**src/rtl/blitter_pkg.sv**
```systemverilog
// Shared blitter constants: command opcodes, framebuffer geometry, FSM state type.
package blitter_pkg;

    localparam logic [2:0] BLIT_OP_NOP       = 3'd0;
    localparam logic [2:0] BLIT_OP_CLEAR     = 3'd1;
    localparam logic [2:0] BLIT_OP_SPRITE    = 3'd2;
    localparam logic [2:0] BLIT_OP_SPRITE_16 = 3'd3;

    localparam int unsigned FB_STRIDE  = 16;
    localparam int unsigned FB_HI_ROWS = 64;
    localparam int unsigned FB_LO_ROWS = 32;
    localparam int unsigned FB_HI_COLS = 16;
    localparam int unsigned FB_LO_COLS = 8;

    typedef enum logic [3:0] {
        StIdle,
        StClear,
        StSrcRd0,
        StSrcRd1,
        StSrcLatch,
        StFbRd,
        StFbWait,
        StFbWr,
        StNextRow,
        StDone,
        StRelease
    } blit_state_e;

    // Byte k of the 24-bit row mask, leftmost byte first.
    function automatic logic [7:0] mask_byte(input logic [23:0] mask, input logic [1:0] k);
        case (k)
            2'd0:    return mask[23:16];
            2'd1:    return mask[15:8];
            default: return mask[7:0];
        endcase
    endfunction

endpackage

```
**src/rtl/blitter_sprite_shifter.sv**
```systemverilog
// Places one sprite row MSB-first and shifts it right by the sub-byte X offset.
module blitter_sprite_shifter (
    input  logic [7:0]  spr_hi,
    input  logic [7:0]  spr_lo,
    input  logic [2:0]  shift,
    input  logic        wide,
    output logic [23:0] mask
);

    always_comb begin
        if (wide) begin
            mask = {spr_hi, spr_lo, 8'h00} >> shift;
        end else begin
            mask = {spr_hi, 16'h0000} >> shift;
        end
    end

endmodule

```
**src/rtl/blitter.sv**
```systemverilog
// CHIP-8 blitter: framebuffer CLEAR and XOR sprite draws with collision detect.
// Define BLIT_WRAP_EN to wrap sprites around the screen edges instead of clipping.
module blitter
    import blitter_pkg::*;
#(
    parameter int unsigned FB_AW        = 10,
    parameter bit          CLIP_COLLIDE = 1'b1
) (
    input  logic             clk,
    input  logic             reset,
    input  logic             hires,
    input  logic [2:0]       blit_op,
    input  logic [11:0]      blit_src,
    input  logic [3:0]       blit_srcHeight,
    input  logic [6:0]       blit_destX,
    input  logic [5:0]       blit_destY,
    input  logic             blit_enable,
    output logic             blit_done,
    output logic             blit_collision,
    output logic             blit_busy,
    output logic             spr_en,
    output logic [11:0]      spr_addr,
    input  logic [7:0]       spr_data,
    output logic             fb_en,
    output logic             fb_wr,
    output logic [FB_AW-1:0] fb_addr,
    output logic [7:0]       fb_din,
    input  logic [7:0]       fb_dout
);

`ifdef BLIT_WRAP_EN
    localparam bit WrapEn = 1'b1;
`else
    localparam bit WrapEn = 1'b0;
`endif

    blit_state_e state_q, state_d;

    logic [2:0]       op_q;
    logic [11:0]      src_q;
    logic [3:0]       height_q;
    logic [6:0]       x0_q;
    logic [5:0]       y0_q;
    logic             hires_q;
    logic [3:0]       row_q;
    logic [1:0]       byte_q;
    logic [7:0]       spr0_q, spr1_q, old_q;
    logic [FB_AW-1:0] clr_q;
    logic             collision_q;

    logic             wide;
    logic [1:0]       n_bytes;
    logic [4:0]       h_rows, row_nxt, col_lim;
    logic [6:0]       y_nxt_sum, row_lim;
    logic [1:0]       byte_nxt;
    logic [3:0]       col_ok, col_raw, col_cur;
    logic [5:0]       y_raw, y_cur;
    logic             byte_more, row_more, clip_hit;
    logic [23:0]      mask;
    logic [7:0]       mask_sel;
    logic [11:0]      spr_row_addr;
    logic [FB_AW-1:0] cur_addr;

    blitter_sprite_shifter u_shifter (
        .spr_hi(spr0_q),
        .spr_lo(spr1_q),
        .shift (x0_q[2:0]),
        .wide  (wide),
        .mask  (mask)
    );

    assign wide         = (op_q == BLIT_OP_SPRITE_16);
    assign n_bytes      = wide ? 2'd3 : 2'd2;
    assign h_rows       = wide ? 5'd16 : {1'b0, height_q};
    assign col_lim      = hires_q ? 5'(FB_HI_COLS) : 5'(FB_LO_COLS);
    assign row_lim      = hires_q ? 7'(FB_HI_ROWS) : 7'(FB_LO_ROWS);
    assign row_nxt      = {1'b0, row_q} + 5'd1;
    assign y_nxt_sum    = {1'b0, y0_q} + {2'b00, row_nxt};
    assign byte_nxt     = byte_q + 2'd1;
    assign mask_sel     = mask_byte(mask, byte_q);
    assign spr_row_addr = wide ? src_q + {7'd0, row_q, 1'b0} : src_q + {8'd0, row_q};

    // Coordinates wrap modulo the active screen size; when clipping, drawn bytes never wrap.
    assign col_raw  = x0_q[6:3] + {2'b00, byte_q};
    assign col_cur  = hires_q ? col_raw : {1'b0, col_raw[2:0]};
    assign y_raw    = y0_q + {2'b00, row_q};
    assign y_cur    = hires_q ? y_raw : {1'b0, y_raw[4:0]};
    assign cur_addr = FB_AW'(32'(y_cur) * FB_STRIDE + 32'(col_cur));

    always_comb begin
        col_ok   = '0;
        clip_hit = 1'b0;
        for (int k = 0; k < 4; k++) begin
            col_ok[k] = WrapEn || (({1'b0, x0_q[6:3]} + 5'(k)) < col_lim);
        end
        for (int k = 0; k < 3; k++) begin
            if ((2'(k) < n_bytes) && !col_ok[k] && (mask_byte(mask, 2'(k)) != 8'h00)) begin
                clip_hit = 1'b1;
            end
        end
    end

    assign byte_more = (byte_nxt < n_bytes) && col_ok[byte_nxt];
    assign row_more  = (row_nxt < h_rows) && (WrapEn || (y_nxt_sum < row_lim));

    always_ff @(posedge clk) begin
        if (reset) begin
            state_q <= StIdle;
        end else begin
            state_q <= state_d;
        end
    end

    always_comb begin
        state_d = state_q;
        unique case (state_q)
            StIdle: begin
                if (blit_enable) begin
                    case (blit_op)
                        BLIT_OP_CLEAR:     state_d = StClear;
                        BLIT_OP_SPRITE:    state_d = (blit_srcHeight != 4'd0) ? StSrcRd0 : StDone;
                        BLIT_OP_SPRITE_16: state_d = StSrcRd0;
                        default:           state_d = StDone;
                    endcase
                end
            end
            StClear:    if (clr_q == '1) state_d = StIdle;
            StSrcRd0:   state_d = StSrcRd1;
            StSrcRd1:   state_d = StSrcLatch;
            StSrcLatch: state_d = StFbRd;
            StFbRd:     state_d = StFbWait;
            StFbWait:   state_d = StFbWr;
            StFbWr:     state_d = byte_more ? StFbRd : StNextRow;
            StNextRow:  state_d = row_more ? StSrcRd0 : StDone;
            StDone:     state_d = StRelease;
            StRelease:  if (!blit_enable) state_d = StIdle;
            default:    state_d = StIdle;
        endcase
    end

    always_ff @(posedge clk) begin
        if (reset) begin
            op_q        <= BLIT_OP_NOP;
            src_q       <= '0;
            height_q    <= '0;
            x0_q        <= '0;
            y0_q        <= '0;
            hires_q     <= 1'b0;
            row_q       <= '0;
            byte_q      <= '0;
            spr0_q      <= '0;
            spr1_q      <= '0;
            old_q       <= '0;
            clr_q       <= '0;
            collision_q <= 1'b0;
        end else begin
            case (state_q)
                StIdle: begin
                    if (blit_enable) begin
                        op_q     <= blit_op;
                        src_q    <= blit_src;
                        height_q <= blit_srcHeight;
                        hires_q  <= hires;
                        x0_q     <= hires ? blit_destX : {1'b0, blit_destX[5:0]};
                        y0_q     <= hires ? blit_destY : {1'b0, blit_destY[4:0]};
                        row_q    <= '0;
                        clr_q    <= '0;
                        if (blit_op != BLIT_OP_CLEAR) collision_q <= 1'b0;
                    end
                end
                StClear:    clr_q <= clr_q + 1'b1;
                StSrcRd1:   spr0_q <= spr_data;
                StSrcLatch: begin
                    spr1_q <= wide ? spr_data : 8'h00;
                    byte_q <= '0;
                end
                StFbWait: begin
                    old_q <= fb_dout;
                    if ((fb_dout & mask_sel) != 8'h00) collision_q <= 1'b1;
                end
                StFbWr:     byte_q <= byte_nxt;
                StNextRow: begin
                    row_q <= row_nxt[3:0];
                    // Optionally count pixels that fell off the right edge as hits.
                    if (!CLIP_COLLIDE && clip_hit) collision_q <= 1'b1;
                end
                default: ;
            endcase
        end
    end

    always_comb begin
        blit_done      = (state_q == StDone);
        blit_busy      = (state_q != StIdle);
        blit_collision = collision_q;
        spr_en         = 1'b0;
        spr_addr       = '0;
        fb_en          = 1'b0;
        fb_wr          = 1'b0;
        fb_addr        = '0;
        fb_din         = '0;
        case (state_q)
            StClear: begin
                fb_en   = 1'b1;
                fb_wr   = 1'b1;
                fb_addr = clr_q;
            end
            StSrcRd0: begin
                spr_en   = 1'b1;
                spr_addr = spr_row_addr;
            end
            StSrcRd1: begin
                spr_en   = wide;
                spr_addr = wide ? spr_row_addr + 12'd1 : 12'd0;
            end
            StFbRd: begin
                fb_en   = 1'b1;
                fb_addr = cur_addr;
            end
            StFbWr: begin
                fb_en   = 1'b1;
                fb_wr   = 1'b1;
                fb_addr = cur_addr;
                fb_din  = old_q ^ mask_sel;
            end
            default: ;
        endcase
    end

endmodule

```
**config.mk**
```make
export PLATFORM = sky130hd
export DESIGN_NAME = blitter
export DESIGN_NICKNAME = d
export VERILOG_FILES = /design/src/rtl/blitter_pkg.sv /design/src/rtl/blitter_sprite_shifter.sv /design/src/rtl/blitter.sv
export SDC_FILE = /design/constraint.sdc
export NUM_CORES = 1
export LEC_CHECK = 0
export CORE_MARGIN = 10
export CORE_UTILIZATION = 40
export DETAILED_ROUTE_END_ITERATION = 6
export HOLD_SLACK_MARGIN = 0.08
export PLACE_DENSITY = 0.7
export RECOVER_POWER = 50
export SYNTH_ARGS = -nofsm -noshare
export SYNTH_HDL_FRONTEND = slang
export SYNTH_HIERARCHICAL = 1
export SYNTH_SLANG_ARGS = --single-unit
```
**constraint.sdc**
```tcl
create_clock -name clk -period 5 [get_ports clk]
set_input_delay 1 -clock clk [delete_from_list [all_inputs] [get_ports clk]]
set_output_delay 1 -clock clk [all_outputs]
set_load 0.005 [all_outputs]
```
# --- After elaboration in Yosys (flattened, before gate mapping) ---
# Cells that the tools add are included.
op_classes:
  n_lt_le_gt_ge: 8
  muxes: 38
  n_addsub: 13
  shift: 2
  eq_ne: 22
  n_reduce_logical: 19
  bitwise: 2
op_table:
  columns: ["op", "n"]
  rows:
  - ["$shr 24x3->24", 2]
  - ["$pmux 4 s11", 1]
  - ["$pmux 10 s2", 2]
  - ["$mux 4", 8]
  - ["$mux 12", 2]
  - ["$mux 24", 1]
  - ["$pmux 12 s2", 1]
  - ["$lt 5x5->1", 4]
  - ["$eq 4x3->1 const B", 4]
  - ["$mux 8", 2]
  - ["$pmux 8 s2", 1]
  - ["$mux 7", 2]
  - ["$add 12x1->12 const B", 1]
  - ["$add 12x4->12", 1]
  - ["$add 12x5->12", 1]
  - ["$eq 4x4->1 const B", 3]
  - ["$mux 6", 2]
  - ["$pmux 4 s3", 1]
  - ["$add 10x1->10 const B", 1]
  - ["$add 10x4->10", 1]
  - ["$add 4x1->5 const B", 2]
  - ["$add 4x2->5 const B", 2]
  - ["$eq 10x10->1 const B", 1]
  - ["$mux 10", 1]
  - ["other kinds (34)", 57]
word_totals:
  ff_bits: 78
  input_bits: 52

# --- Depth between registers and ports, before layout ---
# Gate-level depths: netlist of the first run.
depth:
  depth_word: 7
  ltp_mapped: 13
  ltp_nobuf: 12

# --- Cells and area by module ---
# The synthesis of the first run kept the hierarchy.
by_module_without_submodules:
  columns: ["module", "cells_each", "area_each_um2", "seq_area_each_um2", "n_inst"]
  rows:
  - ["blitter", 702, 5133.7, 1561.5, 1]
  - ["blitter_sprite_shifter", 93, 693.2, 0.0, 1]

# --- Worst setup path after synthesis of the first run ---
# OpenSTA, ideal clock, no wires.
synth_path:
  path_kind: "register -> output"
  start: "reg row_q[0]"
  end: "out spr_addr[11]"
  arrival_time_ps: 2576
  required_ps: 4000
  stages_incl_launch_ff: 11
  slack_ps: 1424
  n_path_buf: 0
  path_cell_list: "dfxtp_1 -> ha_1 -> inv_1 -> fa_1 -> nand2b_1 -> a21oi_1 -> nor2_1 -> or4_1 -> and2_1 -> a311o_1 -> nand2_1"
synth_between:
  elab_chain_len: 5
  word_cells_on_any_way: 6
synth_lines:
  columns: ["item", "line_no", "text"]
  rows:
  - ["from (decl)", "blitter.sv:45", "logic [3:0] row_q;"]
  - ["from (signal assigned)", "blitter.sv:183", "row_q <= row_nxt[3:0];"]
  - ["$add 12x4->12 / $add 12x5->12 (equally long branches)", "blitter.sv:81", "assign spr_row_addr = wide ? src_q + {7'd0, row_q, 1'b0} : src_q + {8'd0, row_q};"]
  - ["$mux 12 (*)", "blitter.sv:81", null]
  - ["$add 12x1->12", "blitter.sv:214", "spr_addr = wide ? spr_row_addr + 12'd1 : 12'd0;"]
  - ["$mux 12", "blitter.sv:214", null]
  - ["$pmux 12 s2 (*)", "blitter.sv:202", "case (state_q)"]
  - ["to (decl)", "blitter.sv:22", "output logic [11:0] spr_addr,"]
# Every way passes the cells marked *; elsewhere a longest branch is shown, timed or not.

# --- Worst setup path after layout of the first run ---
# Ends and elaborated chain as after synthesis.

==> results.json, run 1 <==
{
  "outcome": "finished, violations left",
  "violations": "capacitance limit, slew limit",
  "nets": 942,
  "intPower_uw": 1332,
  "reg2reg_depth": 8,
  "crit_required_ns": 4.00,
  "place.gp.congestion": 0.8849,
  "worstSkewPairLatency_ns": 0.35,
  "grt_overflow": 0,
  "synth_nets": 882,
  "synth_area_leaders": "dfxtp_1, nand2_1, a21oi_1",
  "ir_drop_mv": 0.2209,
  "drc": 0,
  "io_pins": 88,
  "p_total_uw": 2160,
  "totalWireLength_mm": 16.56,
  "cp.depth": 11,
  "crit_fanout": 8,
  "cpMaxStageDelayCell": "or4_1",
  "synth_top_family_by_area": "simple AND/OR/NAND/NOR gates",
  "hold_violations": 0,
  "syn_area_um2": 5827,
  "synth_top_area_frac": 0.2680,
  "setup_ws_ns": 0.3404,
  "synth_seq_cells": 78,
  "critPathLaunch": "row_q[0]$_SDFFE_PP0P_",
  "relSlewSlack": -0.4184,
  "r2r_end": "row_q[3]$_SDFFE_PP0P_",
  "synthXorXnorAreaFrac": 0.03285,
  "grt_pass1_wl_mm": 27.21,
  "p_clk_frac": 0.281,
  "power_density_nw_per_um2": 307.3,
  "endpoint_kind": "output pin",
  "drtPass1Iterations": 5,
  "rr_startpoint": "state_q[0]$_SDFFE_PP0P_",
  "ys_seq_area_frac": 0.2680,
  "core_um2": 14420,
  "wl_per_cell_um": 15.86,
  "via_per_inst": 5.659,
  "arrival_ns": 3.66,
  "drive_gt1_frac": 0.05116,
  "clock.fmax_mhz": 214.6,
  "dpl.hpwl_mm": 12.35,
  "h-tree-depth": 3,
  "seq_power_share": 0.374,
  "synth_edf_count": 0,
  "max_cap_viol_count": 2,
  "rrSetupSlack_ns": 1.21,
  "min_period_over_period": 0.9319,
  "cp_cell_sequence": "ha_1, inv_1, fa_1, nand2b_1, a21oi_1, nor2_1, or4_1, and2_1, a311o_1, nand2_1, clkdlybuf4s50_1",
  "die_w_um": 140.7,
  "dieArea_um2": 19800,
  "ys.flop_type": "dfxtp_1",
  "ys_types": 74,
  "start_kind": "register",
  "start_util": 0.4040,
  "yosysTopAreaCell": "dfxtp_1",
  "worstMarginPinSlew_ns": 2.128,
  "drtIter0Drc": 424,
  "cpLargestDelayFamily": "simple AND/OR/NAND/NOR gates",
  "cts_tree": "built",
  "cts_hold_buf": 0,
  "finClkSkew_ns": 0.004824,
  "final_cell_mix": "nand2_1, a21oi_1, clkdlybuf4s50_1, nor2_1, dfxtp_1",
  "pre_cts_ws_ns": 0.7113,
  "row_count": 44,
  "ctsResizeCount": 0,
  "fin_setup_tns_ns": 0,
  "cts_made_buffers": 9,
  "synth_area_per_cell_um2": 7.329,
  "cts.clk_slew.worst_paths_ns": 0.06,
  "slew_viol_final": 48,
  "grt_max_degree": 48,
  "vias": 5908,
  "synth-async-reset-ratio": 0,
  "ant_nets": 0,
  "final_common_cell": "nand2_1",
  "clock-sinks": 78,
  "area_growth_pct": 20.64,
  "crit_path_end": "spr_addr[11]",
  "syn_inst": 795,
  "clk_path_buf_depth": 2,
  "cts_root_buf": "clkbuf_16",
  "grt_antenna_before_repair": 0,
  "utilization": 0.4873,
  "die_y_um": 140.7,
  "p_leak_uw": 0.002658,
  "fin_crit_ns": 4.660,
  "grt_pass1_vias": 5454,
  "synthSimpleGateAreaFrac": 0.2624,
  "port_buffers": 87,
  "p_comb_frac": 0.345,
  "gr-usage-all-layers": 0.1629,
  "p_sw_frac": 0.3832,
  "hold_path_class": "register to register",
  "postCtsSetupBuffers": 0,
  "antenna_cells": 0,
  "synthMuxAreaShare": 0.04939,
  "synthAdderAreaFrac": 0.08031,
  "synth-compound-area-share": 0.2566,
  "synth_warnings": 6,
  "fin_hold_ws_ns": 0.4593,
  "cp_slowest_stage_delay_ns": 0.51,
  "path_buf_inv": 2,
  "switchingPower_uw": 827.7,
  "setup_viol": 0,
  "rsz0062_at_grt": "false",
  "crit_type": "register to output pin"
}
[state kept, by name, indices dropped and copies added, names as in the netlist, 3 cells and up]
name      flops
old_q         8
op_q          3
spr0_q        8
spr1_q        8
src_q        12
state_q       4
height_q      4
row_q         4
y0_q          6
x0_q          7
clr_q        10
[per-layer routing]
metal  track usage  part of all wire
met2        0.2709              0.48
met5             0                 0
met1        0.2012              0.45
met4       0.04728             0.016
met3       0.04333             0.058
[per-stage QoR]
stage                     cell area, um^2  cells
after global routing                 7029   1044
final                                7029   1044
after detailed placement             6775   1028
after CTS                            7044   1044
after floorplan                      5827    795
after global placement               6775   1028
[power by group through the flow]
stage | registers [uW] | logic [uW] | clock network [uW]
floorplan | 759 | 567 | 0
global placement | 816 | 745 | 0
detailed placement | 818 | 749 | 0
CTS | 805 | 755 | 623
global route | 823 | 844 | 646
finish | 807 | 746 | 607
[tightest hold or removal path: stages, from the launching register on]
cell and delay [ns]:
dfxtp_1 0.31, nand2_1 0.05, a21oi_1 0.05
[synthesized netlist by cell type (7+ instances only)]
cell type,instances
nand2_1,156
a21oi_1,86
nor2_1,80
dfxtp_1,78
o21ai_0,33
clkbuf_1,32
ha_1,31
inv_1,22
nor3_1,20
nand3_1,18
a22oi_1,17
mux2i_1,13
xor2_1,11
a22o_1,10
mux2_2,10
o22ai_1,10
and3_1,9
xnor2_1,9
o21a_1,8
a21o_1,7
a311oi_1,7
nand2b_1,7
nor2b_1,7
[how the worst min path moves through the flow]
| stage | endpoint | cells past startpoint | from |
|---|---|---|---|
| floorplan | height_q[0]$_SDFFE_PP0P_ | 2 | height_q[0]$_SDFFE_PP0P_ |
| global placement | op_q[2]$_SDFFE_PP0P_ | 2 | op_q[2]$_SDFFE_PP0P_ |
| detailed placement | height_q[1]$_SDFFE_PP0P_ | 2 | height_q[1]$_SDFFE_PP0P_ |
| CTS | height_q[1]$_SDFFE_PP0P_ | 2 | height_q[1]$_SDFFE_PP0P_ |
| global route | old_q[1]$_SDFFE_PP0P_ | 2 | old_q[1]$_SDFFE_PP0P_ |
| finish | height_q[1]$_SDFFE_PP0P_ | 2 | height_q[1]$_SDFFE_PP0P_ |
[area by class of cell]
| class | count | area (um^2) |
|---|---|---|
| clock buffer | 12 | 246.5 |
| clock inverter | 4 | 22.52 |
| fill | 1442 | 7395 |
| inverter | 24 | 95.09 |
| multi-input combinational | 649 | 3975 |
| sequential | 78 | 1562 |
| tap | 184 | 230.2 |
| timing repair buffer | 93 | 898.4 |
[cells by family (layout without fill, tap and decap cells)]
family	count (synthesis)	after routing
XOR/XNOR	21	21
AO/OA/AOI/OAI	229	229
multiplexers	26	26
AND/OR/NAND/NOR	337	337
other	1	1
adder cells (fa/ha/maj)	35	35
buffers and inverters	68	133
flip-flops	78	78
(Power assumes the default switching activity.)
==> run 2: changes to the inputs <==
CTS_CLUSTER_DIAMETER = 60   (was default)
clock period = 4.3 ns   (was 5 ns; I/O delays follow)
==> run 2 against run 1 <==
The run ends with setup timing left. Clock power up 31%. Register-to-register slack worse by 0.56 ns. Clock skew up 0.0059 ns.
==> results.json, run 2 (synthesis results as in run 1) <==
{
  "outcome": "finished, violations left",
  "violations": "setup timing",
  "cts_made_buffers": 9,
  "fin_crit_ns": 4.305,
  "vias": 5941,
  "nFillCells": 1435,
  "gr-usage-all-layers": 0.1663,
  "dieArea_um2": 19800,
  "arrival_ns": 3.45,
  "via_per_inst": 5.647,
  "fin_hold_ws_ns": 0.4569,
  "cts.clk_slew.worst_paths_ns": 0.06,
  "worstSkewPairLatency_ns": 0.35,
  "start_kind": "register",
  "endpoint_kind": "output pin",
  "core_um2": 14420,
  "crit_fanout": 4,
  "top_usage_layer": "met2",
  "path_buf_inv": 2,
  "start_util": 0.4040,
  "clock-sinks": 78,
  "rsz0062_at_grt": "true",
  "cp_slowest_stage_delay_ns": 0.50,
  "drc": 0,
  "drtPass1Iterations": 4,
  "antenna_cells": 0,
  "cpLargestDelayFamily": "simple AND/OR/NAND/NOR gates",
  "hold_path_class": "register to register",
  "nets": 950,
  "cts_hold_buf": 0,
  "cp_cell_sequence": "ha_2, inv_1, fa_1, nand2b_1, a21oi_2, nor2_1, or4_4, and2_1, a311o_1, nand2_1, clkdlybuf4s50_1",
  "power_density_nw_per_um2": 366.4,
  "wl_per_cell_um": 16.43,
  "grt_util_met3": 0.03863,
  "regMostFlops": "src_q",
  "ant_nets": 0,
  "final_common_cell": "nand2_1",
  "grt_pass1_vias": 5534,
  "h-tree-depth": 3,
  "largest_register_ffs": 12,
  "totalWireLength_mm": 17.29,
  "finClkSkew_ns": 0.01068,
  "die_w_um": 140.7,
  "cpMaxStageDelayCell": "or4_4",
  "grt_max_degree": 34,
  "relSlewSlack": 0.2655,
  "crit_type": "register to output pin",
  "cts_tree": "built",
  "min_period_over_period": 1.001,
  "setup_viol": 1,
  "max_cap_viol_count": 0,
  "pre_cts_ws_ns": 0.1816,
  "final_cell_mix": "nand2_1, a21oi_1, clkdlybuf4s50_1, nor2_1, dfxtp_1",
  "ir_drop_mv": 0.2416,
  "p_leak_uw": 0.002715,
  "io_pins": 88,
  "slew_viol_final": 0,
  "drtIter0Drc": 494,
  "grt_pass1_wl_mm": 27.75,
  "grt_antenna_before_repair": 0,
  "area_growth_pct": 23.73,
  "layoutNonFillerInstCount": 1052,
  "utilization": 0.4998,
  "use_met2": 0.2704,
  "setup_ws_ns": -0.005255,
  "die_y_um": 140.7,
  "drive_gt1_frac": 0.08295,
  "dp.cells": 1033,
  "gr-usage-met1": 0.2106,
  "grt_overflow": 0,
  "crit_required_ns": 3.44,
  "clk_path_buf_depth": 2,
  "cts_root_buf": "clkbuf_16",
  "row_count": 44,
  "worstMarginPinSlew_ns": 1.102,
  "dpl.hpwl_mm": 12.72,
  "port_buffers": 87,
  "place.gp.congestion": 0.8782,
  "hold_violations": 0,
  "clock.fmax_mhz": 232.3,
  "reg.largest.list": "src_q: 12 flops, clr_q: 10 flops"
}
==> run 2: repair_timing <==
item                                    in CTS  in global routing
endpoints found under the setup margin       3                 11
pin swaps                                    3                  4
resized for setup                            5                 17
buffers inserted                             3                  0
==> run 2: path summary, 6_finish.rpt <==
path / endpoint / cells after the start / slack, ns / from
min reg2reg: op_q[2]$_SDFFE_PP0P_ / 2 / 0.46 / op_q[2]$_SDFFE_PP0P_
max reg2reg: row_q[2]$_SDFFE_PP0P_ / 8 / 0.65 / state_q[0]$_SDFFE_PP0P_
max: spr_addr[11] / 11 / -0.005 / src_q[1]$_SDFFE_PP0P_
min: op_q[2]$_SDFFE_PP0P_ / 2 / 0.46 / op_q[2]$_SDFFE_PP0P_
==> run 2: cell type report <==
cell class | instances | area (um^2) | area share
timing repair buffer | 101 | 959.7 | 0.1331
multi-input combinational | 649 | 4050 | 0.5618
clock buffer | 12 | 256.5 | 0.03558
inverter | 24 | 95.09 | 0.01319
clock inverter | 4 | 45.04 | 0.006248
tap | 184 | 230.2 | 0.03193
sequential | 78 | 1573 | 0.2182
==> run 2: worst register-to-register path, cell delays in order (launching register included) <==
cell and delay [ns]:
dfxtp_1 0.45, clkbuf_1 0.31, nor2_1 0.47, nand2_1 0.21, nor2_1 0.73, clkbuf_1 0.88, nor2_1 0.22, a22oi_1 0.20
nor2_1 0.06
==> run 2: where the power goes <==
group | switching (uW) | total, uW | internal (uW)
combinational | 536 | 897 | 361
clock | 315 | 793 | 479
sequential | 146 | 951 | 805
==> run 2: per-stage QoR <==
step	power (uW)	TNS, ns	cell area (um^2)
floorplan	1542	0	5827
global placement	1828	0	6813
detailed placement	1839	0	6813
CTS	2640	0	7153
global route	2815	-0.2510	7209
finish	2641	-0.005255	7209
==> run 2: layer usage <==
metal / vias to the layer above / wire (um)
met1: 2780 / 7882
li1: 2995 / -
met2: 139 / 8260
met5: - / 0
met4: 0 / 354
met3: 27 / 789
==> run 3: changes to the inputs <==
ABC_CLOCK_PERIOD_IN_PS = 4300   (was default)
CELL_PAD_IN_SITES_DETAIL_PLACEMENT = 2   (was default)
CELL_PAD_IN_SITES_GLOBAL_PLACEMENT = 2   (was default)
CORE_UTILIZATION = 31   (was 40)
PLACE_DENSITY = 0.87   (was 0.7)
==> run 3 against run 2 <==
Global-route usage is 1.7 points higher. Hold slack gained 0.014 ns. Via count is 8.9% higher. The run ends with capacitance limit, slew limit, setup timing left. Clock power rose by 3.7%. Die area up 25%.
==> results.json, run 3 (synthesis results as in run 1) <==
{
  "row_count": 50,
  "largest_register_ffs": 12,
  "p_comb_frac": 0.375,
  "hold_path_class": "register to register",
  "top_layer": "met4",
  "fin_crit_ns": 4.404,
  "outcome": "finished, violations left",
  "r2r_end": "src_q[1]$_SDFFE_PP0P_",
  "final_cell_mix": "nand2_1, a21oi_1, clkdlybuf4s50_1, nor2_1, dfxtp_1",
  "port_buffers": 87,
  "worstSkewPairLatency_ns": 0.36,
  "nets": 965,
  "crit_fanout": 5,
  "core_um2": 18580,
  "grt_pass1_wl_mm": 36.32,
  "min_period_over_period": 1.024,
  "whs_path_depth": 2,
  "arrival_ns": 3.54,
  "drtPass1Iterations": 5,
  "start_util": 0.3136,
  "regMostFlops": "src_q",
  "cts_tree": "built",
  "vias": 6467,
  "gr-usage-all-layers": 0.1831,
  "p_leak_uw": 0.002859,
  "ir_drop_mv": 0.2186,
  "grt_pass1_vias": 6722,
  "dieArea_um2": 24680,
  "p_clk_frac": 0.288,
  "min_from": "height_q[0]$_SDFFE_PP0P_",
  "clk_path_buf_depth": 2,
  "crit_required_ns": 3.44,
  "max_cap_viol_count": 1,
  "grt_antenna_before_repair": 0,
  "h-tree-depth": 3,
  "cts.clk_slew.worst_paths_ns": 0.07,
  "ant_nets": 0,
  "fin_setup_tns_ns": -0.1490,
  "die_w_um": 157.1,
  "fin_hold_ws_ns": 0.4707,
  "drc": 0,
  "die_y_um": 157.1,
  "hold_end": "height_q[0]$_SDFFE_PP0P_",
  "relSlewSlack": -0.05290,
  "switchingPower_uw": 1180,
  "intPower_uw": 1669,
  "grt_overflow": 0,
  "clock.fmax_mhz": 227.0,
  "violations": "capacitance limit, slew limit, setup timing",
  "met3WireLength_mm": 1.083,
  "seq_power_share": 0.336,
  "power_density_nw_per_um2": 384.2,
  "start_kind": "register",
  "wl_per_cell_um": 22.91,
  "drtIter0Drc": 403,
  "setup_viol": 2,
  "hold_violations": 0,
  "rr_startpoint": "state_q[0]$_SDFFE_PP0P_",
  "grt_max_degree": 44,
  "reg.largest.list": "src_q: 12 flops, clr_q: 10 flops",
  "dp.cells": 1089,
  "reg2reg_depth": 7,
  "endpoint_kind": "output pin",
  "p_sw_frac": 0.4142,
  "slew_viol_final": 19,
  "place.gp.congestion": 0.8188,
  "met1_length_mm": 11.08,
  "crit_type": "register to output pin",
  "cts_root_buf": "clkbuf_16",
  "drive_gt1_frac": 0.1053,
  "finClkSkew_ns": 0.01538,
  "rrSetupSlack_ns": 0.38,
  "area_growth_pct": 27.27,
  "final_common_cell": "nand2_1",
  "cts_made_buffers": 9,
  "nFillCells": 2134,
  "clock-sinks": 78,
  "layoutNonFillerInstCount": 1117,
  "wl_met2_mm": 12.55,
  "totalWireLength_mm": 25.59,
  "via_per_inst": 5.790,
  "rsz0062_at_grt": "true",
  "antenna_cells": 0,
  "worstMarginPinSlew_ns": 1.574,
  "dpl.hpwl_mm": 16.59,
  "io_pins": 88,
  "setup_ws_ns": -0.1044
}
## run 3: through the flow
stage | cell area [um^2] | setup slack [ns] | total power [uW] | utilization
2_1_floorplan | 5827 | 0.8640 | 1542 | -
6_report | 7416 | -0.1044 | 2849 | 0.3991
3_5_place_dp | 6920 | 0.1582 | 1924 | 0.3725
4_1_cts | 7258 | -0.06371 | 2755 | 0.3906
3_3_place_gp | 6920 | 0.2883 | 1876 | 0.3725
5_1_grt | 7416 | -0.2049 | 3008 | 0.3991
## run 3: repair_timing
| action | 4_1_cts | 5_1_grt |
|---|---|---|
| setup endpoints to repair | 8 | 7 |
| hold buffers | 0 | 0 |
| setup buffers | 0 | 12 |
| pin swaps | 1 | 6 |
| gates resized for setup | 11 | 23 |
## run 3: power groups by stage
stage	Clock (uW)	Combinational (uW)	Sequential, uW
3_5_place_dp	0	964	961
6_report	822	1070	958
3_3_place_gp	0	923	953
5_1_grt	869	1160	975
4_1_cts	824	983	947
2_1_floorplan	0	659	883
## run 3: metal layers
layer,vias up,GRT usage
li1,3007,-
met1,3242,0.2236
met2,168,0.3210
met3,50,0.02729
met4,0,0.06144
met5,-,0
## run 3: critical path, stage by stage, from the launching register on
cell and delay (ns):
dfxtp_2 0.35, ha_2 0.22, fa_2 0.39, a211oi_4 0.33, buf_4 0.16, o21a_1 0.17, buf_4 0.13, nor3_1 0.05
o21ai_2 0.29, buf_4 0.17, nor3_2 0.04, xnor2_1 0.18, o2bb2ai_1 0.15, clkdlybuf4s50_1 0.54
## run 3: cell type report
cell class	count	area, um^2	area share
clock buffer	11	242.7	0.03273
tap	234	292.8	0.03948
sequential	78	1574	0.2122
timing repair buffer	116	1080	0.1456
clock inverter	5	58.81	0.007930
inverter	24	95.09	0.01282
multi-input combinational	649	4073	0.5492
## run 3: worst max path at each step
stage                           from            to  slack (ns)  cells after the start
6_report       src_q[0]$_SDFFE_PP0P_   spr_addr[7]       -0.10                     13
5_1_grt        src_q[0]$_SDFFE_PP0P_   spr_addr[7]       -0.20                     13
4_1_cts        row_q[0]$_SDFFE_PP0P_   spr_addr[8]       -0.06                     10
3_5_place_dp   row_q[0]$_SDFFE_PP0P_  spr_addr[10]        0.16                     12
3_3_place_gp   row_q[0]$_SDFFE_PP0P_   spr_addr[8]        0.29                     12
2_1_floorplan  row_q[0]$_SDFFE_PP0P_  spr_addr[11]        0.86                     10
